--- config.mk ---
export PLATFORM = sky130hd
export DESIGN_NAME = beep_arbiter
export DESIGN_NICKNAME = d
export VERILOG_FILES = /design/src/rtl/beep_arbiter.sv
export SDC_FILE = /design/constraint.sdc
export NUM_CORES = 1
export LEC_CHECK = 0
export CORE_AREA = 2 2 100 102
export CTS_CLUSTER_SIZE = 14
export DETAILED_ROUTE_END_ITERATION = 8
export DIE_AREA = 0 0 102 104
export GPL_ROUTABILITY_DRIVEN = 0
export PLACE_DENSITY = 0.78
export SETUP_SLACK_MARGIN = 0.02
export SYNTH_ARGS = -nofsm -noshare
export SYNTH_HDL_FRONTEND = slang
export SYNTH_SLANG_ARGS = --single-unit
--- constraint.sdc ---
create_clock -name clk -period 3.15 [get_ports clk]
set_clock_uncertainty 0.05 [all_clocks]
set_input_delay 0.315 -clock clk [delete_from_list [all_inputs] [get_ports clk]]
set_output_delay 0.315 -clock clk [all_outputs]
set_load 0.02 [all_outputs]
--- src/rtl/beep_arbiter.sv ---
// Fixed-priority arbiter sharing one PWM buzzer tone generator between alarm,
// key-click and music requesters, with preemption and a silent articulation gap.
module beep_arbiter #(
  parameter logic [15:0] TICK_MAX  = 16'd49_999,
  parameter logic [7:0]  GAP_TICKS = 8'd10
) (
  input  logic        clk,
  input  logic        rst_n,
  input  logic [2:0]  req_valid,
  input  logic [47:0] req_period,
  input  logic [23:0] req_dur,
  input  logic        mute,
  output logic [2:0]  req_ready,
  output logic [2:0]  done,
  output logic [2:0]  abort,
  output logic [2:0]  grant,
  output logic [15:0] tone_period,
  output logic        tone_en,
  output logic        busy
);

  typedef enum logic [1:0] {
    IDLE = 2'd0,
    PLAY = 2'd1,
    GAP  = 2'd2
  } state_t;

  state_t      state_r, state_s;
  logic [15:0] tick_r, tick_s;
  logic [7:0]  dur_cnt_r, dur_cnt_s;
  logic [7:0]  gap_cnt_r, gap_cnt_s;
  logic [15:0] period_r, period_s;
  logic [7:0]  dur_r, dur_s;
  logic [2:0]  grant_r, grant_s;
  logic [2:0]  ready_r, ready_s;
  logic [2:0]  done_r, done_s;
  logic [2:0]  abort_r, abort_s;
  logic [15:0] tone_period_r, tone_period_s;
  logic        tone_en_r, tone_en_s;
  logic        busy_r, busy_s;

  logic [2:0]  cand_s, masked_s, pick_s;
  logic        accept_s, tick_wrap_s, finish_s;
  logic [15:0] sel_period_s;
  logic [7:0]  sel_dur_s;

  assign tick_wrap_s = (tick_r == TICK_MAX);
  assign finish_s    = (state_r == PLAY) &&
                       ((dur_r == 8'd0) || (tick_wrap_s && (dur_cnt_r == dur_r - 8'd1)));

  // Candidate ports: all in IDLE, only strictly higher priority than the owner in PLAY.
  always_comb begin
    cand_s = 3'b000;
    case (state_r)
      IDLE:    cand_s = 3'b111;
      PLAY:    cand_s = grant_r - 3'd1;
      default: cand_s = 3'b000;
    endcase
    masked_s = req_valid & cand_s;
    pick_s   = masked_s & (~masked_s + 3'd1);
    accept_s = |masked_s;
    case (pick_s)
      3'b001:  begin sel_period_s = req_period[15:0];  sel_dur_s = req_dur[7:0];   end
      3'b010:  begin sel_period_s = req_period[31:16]; sel_dur_s = req_dur[15:8];  end
      3'b100:  begin sel_period_s = req_period[47:32]; sel_dur_s = req_dur[23:16]; end
      default: begin sel_period_s = 16'd0;             sel_dur_s = 8'd0;           end
    endcase
  end

  // Next-state and next-output logic.
  always_comb begin
    state_s       = state_r;
    tick_s        = tick_r;
    dur_cnt_s     = dur_cnt_r;
    gap_cnt_s     = gap_cnt_r;
    period_s      = period_r;
    dur_s         = dur_r;
    grant_s       = grant_r;
    ready_s       = 3'b000;
    done_s        = 3'b000;
    abort_s       = 3'b000;
    tone_period_s = 16'd0;
    tone_en_s     = 1'b0;

    case (state_r)
      IDLE: begin
        grant_s = 3'b000;
      end
      PLAY: begin
        tick_s    = tick_wrap_s ? 16'd0 : tick_r + 16'd1;
        dur_cnt_s = tick_wrap_s ? dur_cnt_r + 8'd1 : dur_cnt_r;
        if (finish_s) begin
          done_s    = grant_r;
          grant_s   = 3'b000;
          tick_s    = 16'd0;
          gap_cnt_s = 8'd0;
          state_s   = (GAP_TICKS == 8'd0) ? IDLE : GAP;
        end else begin
          tone_period_s = period_r;
          tone_en_s     = (period_r != 16'd0) && !mute;
        end
      end
      GAP: begin
        grant_s   = 3'b000;
        tick_s    = tick_wrap_s ? 16'd0 : tick_r + 16'd1;
        gap_cnt_s = tick_wrap_s ? gap_cnt_r + 8'd1 : gap_cnt_r;
        if (tick_wrap_s && (gap_cnt_r == GAP_TICKS - 8'd1)) begin
          state_s = IDLE;
        end else begin
          state_s = GAP;
        end
      end
      default: begin
        state_s = IDLE;
        grant_s = 3'b000;
      end
    endcase

    // A completing owner reports done rather than abort when handing over.
    if (accept_s) begin
      if ((state_r == PLAY) && !finish_s) begin
        abort_s = grant_r;
      end else begin
        abort_s = 3'b000;
      end
      ready_s       = pick_s;
      grant_s       = pick_s;
      period_s      = sel_period_s;
      dur_s         = sel_dur_s;
      tick_s        = 16'd0;
      dur_cnt_s     = 8'd0;
      state_s       = PLAY;
      tone_period_s = sel_period_s;
      tone_en_s     = (sel_period_s != 16'd0) && (sel_dur_s != 8'd0) && !mute;
    end else begin
      ready_s = 3'b000;
    end

    busy_s = (state_s != IDLE);
  end

  // State, counters and registered outputs.
  always_ff @(posedge clk or negedge rst_n) begin
    if (!rst_n) begin
      state_r       <= IDLE;
      tick_r        <= 16'd0;
      dur_cnt_r     <= 8'd0;
      gap_cnt_r     <= 8'd0;
      period_r      <= 16'd0;
      dur_r         <= 8'd0;
      grant_r       <= 3'b000;
      ready_r       <= 3'b000;
      done_r        <= 3'b000;
      abort_r       <= 3'b000;
      tone_period_r <= 16'd0;
      tone_en_r     <= 1'b0;
      busy_r        <= 1'b0;
    end else begin
      state_r       <= state_s;
      tick_r        <= tick_s;
      dur_cnt_r     <= dur_cnt_s;
      gap_cnt_r     <= gap_cnt_s;
      period_r      <= period_s;
      dur_r         <= dur_s;
      grant_r       <= grant_s;
      ready_r       <= ready_s;
      done_r        <= done_s;
      abort_r       <= abort_s;
      tone_period_r <= tone_period_s;
      tone_en_r     <= tone_en_s;
      busy_r        <= busy_s;
    end
  end

  assign req_ready   = ready_r;
  assign done        = done_r;
  assign abort       = abort_r;
  assign grant       = grant_r;
  assign tone_period = tone_period_r;
  assign tone_en     = tone_en_r;
  assign busy        = busy_r;

endmodule
==> summary.md <==
| Metric | Value |
|---|---|
| Status | complete, no violations |
| TritonCTS clock tree | built |
| Final instance area | 6060 µm² |
| Largest net degree at the start of global routing | 89 |
| Root buffer cell | clkbuf_8 |
| Synth Instances | 464 |
| Antenna cell count | 0 |
| Ratio of cells with drive above 1 in the final layout | 9.15% |
| Max cap viols | 0 |
| Initial antenna violation count | 0 |
| Switching power | 2.05 mW |
| # rows | 36 |
| Yosys warns | 0 |
| Port bufs | ~110 |
| Net Sw Frac | 41.3% |
| Post-Route WL | 12,700 µm |
| Endpoints failing hold | 0 |
| Post-DP Area | 5840 µm² |
| Worst setup EP type | flip-flop |
| Period Utilization, post-route | 90.4% |
| FFs w/ async S/R, synth | 100% |
| Total congestion overflow | 0 |
| Starting DRC count in detailed routing | about 310 |
| Top cells by area, synth | dfrtp_1 (47%), xnor2_1 (3.6%), nor2_1 (3.6%) |
| Max Freq | between 0.3 and 0.4 GHz |
| Unrepaired setup endpoints after global routing | no |
| All-Layer GR Usage | approximately 24% |
| R2r endpoint | tick_r[4] |
| Pleak | 2.50 nW |
| HPWL after DPL | about 9000 µm |
| Slew headroom | 26.9% |
| Final ANT Viol Nets | 0 |
| Post-synthesis sequential area ratio | 47.4% |
| Vias in the first global route | 4,088 |
| CTS sink count | 88 |
| Initial Util | approximately half |
| CP max FO | 13 |
| Final slew viol count | 0 |
| Reg2Reg Setup Slack | 300 ps |
| Average cell area after synthesis | 10.0 µm² |
| Flop pwr share | 35.2% |
| CTS clk-pin slew, worst paths | 100 ps |
| Drt via density | 5.91 |
| VDD IR max | 588 µV |
| Pwr per Cell Area | 820 nW/µm² |
| Post-Layout Cell Count | 701 |
| Post-synth net total | 548 |
| Post-synth top area share | 47.4% |
| Total die area | 10,600 µm² |
| Hold WC Path Type | input pin to asynchronous set/reset pin |
| Layout area overhead | 30.5% |
| Commonest non-fill, non-tap cell in the layout | clkdlybuf4s50_1 |
| Number of gates resized after cts | 0 |
| DIE HEIGHT | approximately 100 µm |
| Remaining DRCs | 0 |
| Routed len/inst | ~18 µm |
| Core ar. | 9550 µm² |
| Distinct cells, synth | 55 |
| H-tree lvl count | 3 |
| CTS Buf Count | 9 |
| Cell taking the most area after synthesis | dfrtp_1 |
| Synthesized flop and latch total | approximately 90 |
| Tightest Pin Transition | 1100 ps |
| Main synth FF type | dfrtp_1 |
| Setup Viol. Count Final | 0 |
| Minimum clock period | 2850 ps |
| Die Width | 102 µm |
| Post-synth EDFFs | 0 |
| Pre-antenna DRT Iters | 7 |
| Via count | 4,146 |
| Hold Slack | 92.5 ps |
| Most frequent cells in the layout | clkdlybuf4s50_1 (106), dfrtp_1 (88), nor2_1 (43), nand2_1 (30), nor4_1 (21) |
| # Post-CTS Setup Buffers | 0 |
| Clk network pwr share | between 10% and 20% |
| Setup TNS | 0 ps |
| Hold-fix buffers, CTS | 0 |
| Crit path DAT | 3020 ps |
| Combinational share of power | 47.9% |
| Pwr Total | 4.96 mW |
| R2r startpoint | dur_r[0] |
| Int Pwr | 2.91 mW |
| Crit path required time | 3330 ps |
| NumNets Final | ~650 |
| Placed Instances | 685 |
| CTS max path bufs | 2 |
| R2r worst-path depth | 8 |
| Syn Std Cell Area | 4640 µm² |
| Worst-Skew Late Latency | between 300 and 400 ps |
| WS Path Type | flip-flop to flip-flop |
| Fill cell count | 761 |
| # IOs | 108 |
| Global-route wire length before repair | 20,400 µm |
| CP startpoint kind | flip-flop |
==> power groups by stage <==
stage	registers [mW]	clock network (mW)	logic [mW]
final	1.75	0.840	2.38
after global routing	1.78	0.896	2.56
after CTS	1.74	0.847	2.36
after detailed placement	1.76	0	2.35
after global placement	1.74	0	2.30
after floorplan	1.87	0	1.33
==> registers in the layout (all words and copies together), names as in the netlist <==
| register | flops |
|---|---|
| period_r | 16 |
| tick_r | 16 |
| tone_period | 16 |
| dur_cnt_r | 8 |
| dur_r | 8 |
| gap_cnt_r | 8 |
| abort | 3 |
| done | 3 |
| grant | 3 |
| req_ready | 3 |
| state_r | 2 |
| busy | 1 |
| tone_en | 1 |
==> per-layer routing <==
metal	wire, µm	part of all wire, %	vias up	global-route usage [%]
met2	6330	50	164	40.0
met1	5390	42	2018	32.1
li1	-	-	1942	-
met5	0	0	-	0
met4	295	2.3	0	7.43
met3	672	5.3	22	4.10
==> stage by stage <==
stage          util (%)  setup slack (ps)
2_1_floorplan         -               520
3_3_place_gp       61.2               282
3_5_place_dp       61.2               252
4_1_cts            63.4               309
5_1_grt            63.4               113
6_report           63.4               303
==> layout make-up <==
type / instances / area (µm²) / share of cell area, %
Multi-Input combinational cell: 334 / 2270 / 37.5
Sequential cell: 88 / 2200 / 36.4
Timing Repair Buffer: 117 / 1160 / 19.1
Tap cell: 133 / 166 / 2.75
Clock buffer: 10 / 138 / 2.27
Clock inverter: 6 / 75.1 / 1.24
Inverter: 13 / 48.8 / 0.806
==> synthesized netlist by cell type (6+ instances only) <==
cell type and instances:
o22ai_1 9, and4_1 7, ha_1 6, a222oi_1 12, nor3_1 8, nand2b_1 6
nand3_1 15, nand4_1 12, inv_1 13, dfrtp_1 88, nor2_1 44, nand2_1 30
o21ai_0 9, a311o_1 7, xnor2_1 19, a21oi_1 19, nor4_1 21, xor2_1 16
a21o_1 10, a31o_2 11, nor3b_1 7, clkbuf_1 20, and3_1 8
==> worst max path at each step <==
stage                 start        end  slack, ps
2_1_floorplan      grant[0]    tone_en        520
3_3_place_gp   req_valid[0]    tone_en        280
3_5_place_dp   req_valid[0]    tone_en        250
4_1_cts            dur_r[0]  tick_r[8]        310
5_1_grt            grant[0]    tone_en        110
6_report           dur_r[0]  tick_r[4]        300
==> cells by family (layout without fill, tap and decap cells) <==
family	after synthesis	count (layout)	share of synthesized area (%)
fa+ha+maj	6	6	1.62
buf+inv	42	146	3.72
compound gates	115	115	19.2
flops	88	88	47.4
xor+xnor	35	35	6.60
mux	2	2	0.485
simple gates	176	176	20.9
==> critical path, cell delays in order, from the launching register on <==
cell     delay, ps
dfrtp_1        470
inv_1           70
ha_1           310
xnor2_1        130
a211o_1        260
a311o_1        290
or4_1          570
a31oi_4        450
nor4_1         110
Note: power is estimated with default switching activity, not from simulation.
